`config.mk`:
```
export PLATFORM = sky130hd
export DESIGN_NAME = fifo_wr_ctrl
export DESIGN_NICKNAME = d
export VERILOG_FILES = /design/src/rtl/fifo_wr_ctrl.sv
export SDC_FILE = /design/constraint.sdc
export NUM_CORES = 1
export LEC_CHECK = 0
export CORE_UTILIZATION = 46
export CTS_CLUSTER_SIZE = 30
export DETAILED_ROUTE_END_ITERATION = 10
export PLACE_DENSITY_LB_ADDON = 0.25
export SLEW_MARGIN = 20
export SYNTH_ARGS = -nofsm -noshare
export SYNTH_HDL_FRONTEND = slang
export SYNTH_SLANG_ARGS = --single-unit
```
`constraint.sdc`:
```
create_clock -name wr_clk -period 2.42 [get_ports wr_clk]
set_clock_uncertainty 0.1 [all_clocks]
set_input_delay 0.363 -clock wr_clk [delete_from_list [all_inputs] [get_ports wr_clk]]
set_output_delay 0.363 -clock wr_clk [all_outputs]
set_load 0.005 [all_outputs]
```
`src/rtl/fifo_wr_ctrl.sv`:
```
// Write-side controller of an asynchronous FIFO: binary/Gray write pointer, fill level, full and almost-full flags.
// Defining FIFO_WR_OVF_EN adds the sticky overflow flag wr_ovf with its clear input wr_ovf_clr.
module fifo_wr_ctrl #(
  parameter int ADD_WIDTH    = 4,
  parameter int AFULL_THRESH = 12
) (
  input  logic                 wr_clk,
  input  logic                 wr_rst,
  input  logic                 wr_inc,
  input  logic [ADD_WIDTH:0]   rd_ptr,
`ifdef FIFO_WR_OVF_EN
  input  logic                 wr_ovf_clr,
  output logic                 wr_ovf,
`endif
  output logic [ADD_WIDTH:0]   wr_ptr,
  output logic [ADD_WIDTH-1:0] wr_addr,
  output logic                 wr_full,
  output logic                 wr_afull,
  output logic [ADD_WIDTH:0]   wr_level
);

  function automatic logic [ADD_WIDTH:0] bin2gray(input logic [ADD_WIDTH:0] b);
    return (b >> 1) ^ b;
  endfunction

  function automatic logic [ADD_WIDTH:0] gray2bin(input logic [ADD_WIDTH:0] g);
    logic [ADD_WIDTH:0] b;
    b[ADD_WIDTH] = g[ADD_WIDTH];
    for (int i = ADD_WIDTH - 1; i >= 0; i--) begin
      b[i] = b[i+1] ^ g[i];
    end
    return b;
  endfunction

  logic [ADD_WIDTH:0] bin_q, bin_d;
  logic [ADD_WIDTH:0] ptr_q, ptr_d;
  logic [ADD_WIDTH:0] level_q, level_d;
  logic               full_q, full_d;
  logic               afull_q, afull_d;
  logic               accept_s;
  logic [ADD_WIDTH:0] rd_bin_s;

  // Next-state: flags are derived from the post-write pointer so they are valid at the accepting edge.
  always_comb begin
    accept_s = wr_inc & ~full_q;
    if (accept_s) begin
      bin_d = bin_q + {{ADD_WIDTH{1'b0}}, 1'b1};
    end else begin
      bin_d = bin_q;
    end
    ptr_d    = bin2gray(bin_d);
    rd_bin_s = gray2bin(rd_ptr);
    level_d  = bin_d - rd_bin_s;
    // Gray full test: top two bits inverted, remainder equal.
    full_d   = (ptr_d == {~rd_ptr[ADD_WIDTH:ADD_WIDTH-1], rd_ptr[ADD_WIDTH-2:0]});
    afull_d  = (level_d >= (ADD_WIDTH+1)'(AFULL_THRESH));
  end

  // Pointer, level and flag registers.
  always_ff @(posedge wr_clk or negedge wr_rst) begin
    if (!wr_rst) begin
      bin_q   <= '0;
      ptr_q   <= '0;
      level_q <= '0;
      full_q  <= 1'b0;
      afull_q <= 1'b0;
    end else begin
      bin_q   <= bin_d;
      ptr_q   <= ptr_d;
      level_q <= level_d;
      full_q  <= full_d;
      afull_q <= afull_d;
    end
  end

  assign wr_ptr   = ptr_q;
  assign wr_addr  = bin_q[ADD_WIDTH-1:0];
  assign wr_full  = full_q;
  assign wr_afull = afull_q;
  assign wr_level = level_q;

`ifdef FIFO_WR_OVF_EN
  logic ovf_q, ovf_d;

  // Sticky overflow: a rejected request sets it and wins over a same-cycle clear.
  always_comb begin
    if (wr_inc && full_q) begin
      ovf_d = 1'b1;
    end else if (wr_ovf_clr) begin
      ovf_d = 1'b0;
    end else begin
      ovf_d = ovf_q;
    end
  end

  // Overflow flag register.
  always_ff @(posedge wr_clk or negedge wr_rst) begin
    if (!wr_rst) begin
      ovf_q <= 1'b0;
    end else begin
      ovf_q <= ovf_d;
    end
  end

  assign wr_ovf = ovf_q;
`endif

endmodule

```
## After elaboration in Yosys (flattened, before gate mapping)

Cells that the tools add are included.

| storage, ports and cells | value |
|---|---|
| register bits after elaboration | 17 |
| output and inout bits | 16 |
| logic and storage cells | 18 |

| operators by class | value |
|---|---|
| add/sub/neg operators | 2 |
| magnitude comparators | 1 |
| equality and inequality tests | 1 |
| multiplexer cells | 1 |
| bitwise gates (word level) | 8 |

Operators by type and width:

| kind | count |
|---|---|
| adder 5 x 1 -> 5 bit, second input constant | 1 |
| equality test 5 bit | 1 |
| >= comparator 5 x 4 -> 1 bit, second input constant | 1 |
| 2-to-1 mux 5 bit | 1 |
| subtractor 5 bit | 1 |
| XOR 4 x 5 -> 5 bit | 1 |
| XOR 1 bit | 4 |
| NOT 2 bit | 1 |
| bitwise AND 1 bit | 1 |
| NOT 1 bit | 1 |

## Logic depth before layout (Yosys ltp)

| depth | value |
|---|---|
| word-level depth | 6 |
| mapped depth | 11 |

## Least setup slack after synthesis

Ideal clock, no wire load.

| path | value |
|---|---|
| kind | input -> register |
| from | input rd_ptr[4] |
| to | register afull_q, in the netlist wr_afull |
| data arrival time | 2.410 ns |
| data required time | 2.202 ns |
| path slack | -0.208 ns |
| stages | 11 |
| path buffers | 0 |
| cell sequence | xnor2_1 xor2_1 xor2_1 xnor2_1 ha_1 inv_1 fa_1 a21o_1 a21oi_1 xnor2_1 a21o_1 |

| on the way | value |
|---|---|
| word-level cells in the longest chain between the ends | 6 |

Ends and longest elaborated chain:

| what | line | text |
|---|---|---|
| start: declaration | 10 | `input logic [ADD_WIDTH:0] rd_ptr,` |
| XOR 1 bit (4 in series) | 30 | `b[i] = b[i+1] ^ g[i];` |
| subtractor 5 bit (*) | 53 | `level_d = bin_d - rd_bin_s;` |
| net level_d[4] | 37 | `logic [ADD_WIDTH:0] level_q, level_d;` |
| >= comparator 5 x 4 -> 1 bit (*) | 56 | `afull_d = (level_d >= (ADD_WIDTH+1)'(AFULL_THRESH));` |
| net afull_d | 39 | `logic afull_q, afull_d;` |
| end signal: assignment | 72 | `afull_q <= afull_d;` |
| end: declaration | 39 |  |

Mark *: on every way through the listed nets, which the timed path passes. The rest lies on a longest branch.

## Worst setup path in the final report

| path | value |
|---|---|
| from | input rd_ptr[1] |
| to | register afull_q, in the netlist wr_afull |

| on the way | value |
|---|---|
| word-level cells in the longest chain between the ends | 4 |

Ends and longest elaborated chain:

| what | line |
|---|---|
| XOR 1 bit (*) | 30 |
| XOR 1 bit | 30 |
| subtractor 5 bit (*) | 53 |
| net level_d[4] | 37 |
| >= comparator 5 x 4 -> 1 bit (*) | 56 |
| net afull_d | 39 |

Marked as above.

==> impl_metrics.py <==
metrics = {
    "pwr": {
        "p_leak_nw": 0.633,
        "power_density_nw_per_um2": 1450,
        "power_mw": 1.94,
        "clock_power_share_pct": 7.4,
        "ir_drop_mv": 1.16,
        "power_frac_comb_pct": 66.5,
        "swShare_pct": 36.1,
        "switching_power_uw": 699,
        "pwr-share-seq_pct": 26.1,
        "p_int_mw": 1.24,
    },
    "yosys": {
        "synthAdderAreaFrac_pct": 9.48,
        "ys_warn_count": 0,
        "synth_top_flop_cell": "dfrtp_1",
        "synthCells": 66,
        "synthTopCellsByArea": "dfrtp_1 (46%), xnor2_1 (10%), xor2_1 (9.1%), ha_1 (7.2%), xnor3_1 (5.2%)",
        "ys_top_cells_by_count": "dfrtp_1 (16), xnor2_1 (10), xor2_1 (9)",
        "yosys.area_share.simple_pct": 6.18,
        "synth-compound-area-share_pct": 6.18,
        "synth-seq-cells": 16,
        "mappedNetlistArea_um2": 871,
        "ys_seq_area_share_pct": 46.0,
        "synth_fp_nets": 80,
        "synth_top_family_by_area": "XOR/XNOR gates",
        "synthArstFlopShare_pct": 100,
        "yosysMostFrequentCell": "dfrtp_1",
        "syn-mean-instance-area_um2": 13.2,
        "synth.top_cell.area_share_pct": 46.0,
        "synth_xor_area_share_pct": 28.0,
        "synthMuxAreaShare_pct": 1.15,
        "yosys.area.top_type": "dfrtp_1",
        "synth.distinct_cells": 22,
        "synth-edff-count": 0,
    },
    "status": {
        "status": "completed",
    },
    "clocking": {
        "cts_hold_buf": 0,
        "cts.htree.levels": 1,
        "clk_path_buf_depth": 2,
        "cts_tree": "yes",
        "cts_num_sinks": 16,
        "clockRootBuffer": "clkbuf_4",
        "clk_pin_slew_ps": 90,
        "clock_latency_ps": 290,
        "numCtsBuffers": 3,
    },
    "routing": {
        "ant_nets": 0,
        "drc": 0,
        "routedWlPerCell_um": 13.4,
        "firstDrtPassIters": 4,
        "drt-initial-drc-count": 4,
        "via_per_inst": 4.73,
        "vias": 639,
        "wl_um": 1810,
    },
    "die": {
        "io_pins": 24,
        "coreArea_um2": 1750,
        "dieArea_um2": 2070,
        "start_util_pct": 49.9,
        "rows": 15,
        "die_x_um": 45.5,
        "die_y_um": 45.5,
    },
    "sta": {
        "setup_ws_ps": 120,
        "finalSetupViolations": 0,
        "fmax_mhz": 435,
        "maxSlewHeadroom_pct": 52.5,
        "hold_viol": 0,
        "worst_pin_slew_ps": 710,
        "min_period_over_period_pct": 95.0,
        "slew_violations": 0,
        "rsz0062_at_grt": "false",
        "min_period_ps": 2300,
        "holdWs_ps": 388,
    },
    "setup_path": {
        "path_cells": "clkdlybuf4s50_1, xor2_2, xnor2_1, ha_2, inv_2, fa_2, a21o_1, a21oi_2, xnor2_2, a21o_1",
        "cp-end-kind": "flop",
        "crit_path_frequent_cell": "a21o_1",
        "slowest_stage": "clkdlybuf4s50_1",
        "cp_max_fo": 2,
        "rrSetupSlack_ps": 200,
        "slowest_delay_ps": 540,
        "startpoint_type": "primary input",
        "arrival_ps": 2390,
        "cp.required_ps": 2510,
        "path_class": "in -> reg",
    },
    "min_path": {
        "hold_path.class": "in -> async",
    },
    "run": {
        "maxCapViolCount": 0,
    },
    "layout": {
        "area_growth_syn_to_layout_pct": 53.2,
        "final_util_pct": 76.4,
        "drive_above_1_share_pct": 32.7,
        "final_net_count": 126,
        "diodes": 0,
    },
    "global_route": {
        "grt_pass1_wl_um": 2870,
        "track_usage_pct": 21.3,
        "grt_overflow_total": 0,
        "antenna_found_initial": 0,
        "grt_max_degree": 17,
        "grt_pass1_vias": 665,
    },
    "place": {
        "place.detailed.hpwl_um": 1360,
        "gp_congestion": 0.779,
        "place_ws_ps": -657,
        "io_buffers": 23,
    },
}
==> cells by family after synthesis <==
kind of cell,after synthesis
buf+inv,5
xor+xnor,23
fa+ha+maj,6
simple gates,7
flops,16
mux,1
compound gates,8
==> sequential cells by signal, summed over array words and instances (netlist names) <==
register  cells
wr_full       1
wr_afull      1
bin_q         5
wr_level      5
wr_ptr        4
==> metal layers <==
metal	wire [µm]	GRT usage, %
met1	778	23.5
met2	951	36.9
met3	26	3.57
met4	52	14.5
met5	0	0
==> layout by cell type (no fill, tap or decap) <==
cell             count
ha_1                 4
ha_2                 1
xor2_2               3
xnor3_1              2
o21ai_1              1
mux2i_1              1
nand2_1              1
nand3b_1             1
xnor2_2              2
a21o_1               3
and3_1               1
xnor2_1              8
fa_2                 1
clkbuf_4             3
xor2_1               7
and4_4               1
clkdlybuf4s50_1     20
buf_6                1
nor3_1               1
a21oi_2              1
inv_1                3
buf_4               20
dfrtp_1             16
o2111a_1             1
nor2b_4              1
o21ai_0              1
a21oi_1              1
inv_2                1
nand4_1              1
dlygate4sd2_1        1
xnor2_4              1
==> per-stage QoR <==
stage	cell area [µm²]	std cells	TNS, ps
finish	1330	135	0
floorplan	898	66	-76.2
global route	1330	135	0
global placement	1270	129	-1960
CTS	1320	134	0
detailed placement	1270	129	-2050
==> final cells by class <==
class	instances	area [µm²]
timing repair buffer	42	370
fill	128	412
inverter	4	15.0
sequential	16	400
multi-input combinational	45	494
tap	25	31.3
clock buffer	3	22.5
==> worst paths after layout <==
check / to / startpoint / cells past startpoint
setup / recovery: wr_afull / rd_ptr[1] / 10
hold / removal: wr_level[0] / wr_rst / 1
setup reg to reg: wr_afull / bin_q[0] / 8
hold reg to reg: bin_q[0] / bin_q[0] / 2
max in group asynchronous: wr_level[2] / wr_rst / 1
min in group wr_clk: wr_full / rd_ptr[4] / 4
==> worst max-delay path: cells and delay by family <==
kind            cells  cell delay (ps)
compound gates      3              510
xor+xnor            3              400
fa+ha+maj           2              530
buf+inv             2              580
==> power by group through the flow <==
stage                     Sequential [mW]  Clock, mW  Combinational [mW]
final                               0.505      0.143                1.29
after global routing                0.521      0.154                1.41
after CTS                           0.509      0.142                1.23
after detailed placement            0.515          0                1.21
after global placement              0.501          0                1.18
after floorplan                     0.532          0               0.657
==> what timing repair did <==
item / in CTS / in global routing
endpoints found under the setup margin: 3 / 2
resized for setup: 8 / 8
setup buffers: 2 / 1
pin swaps: 4 / 9
Power figures use the tool's default switching activity.
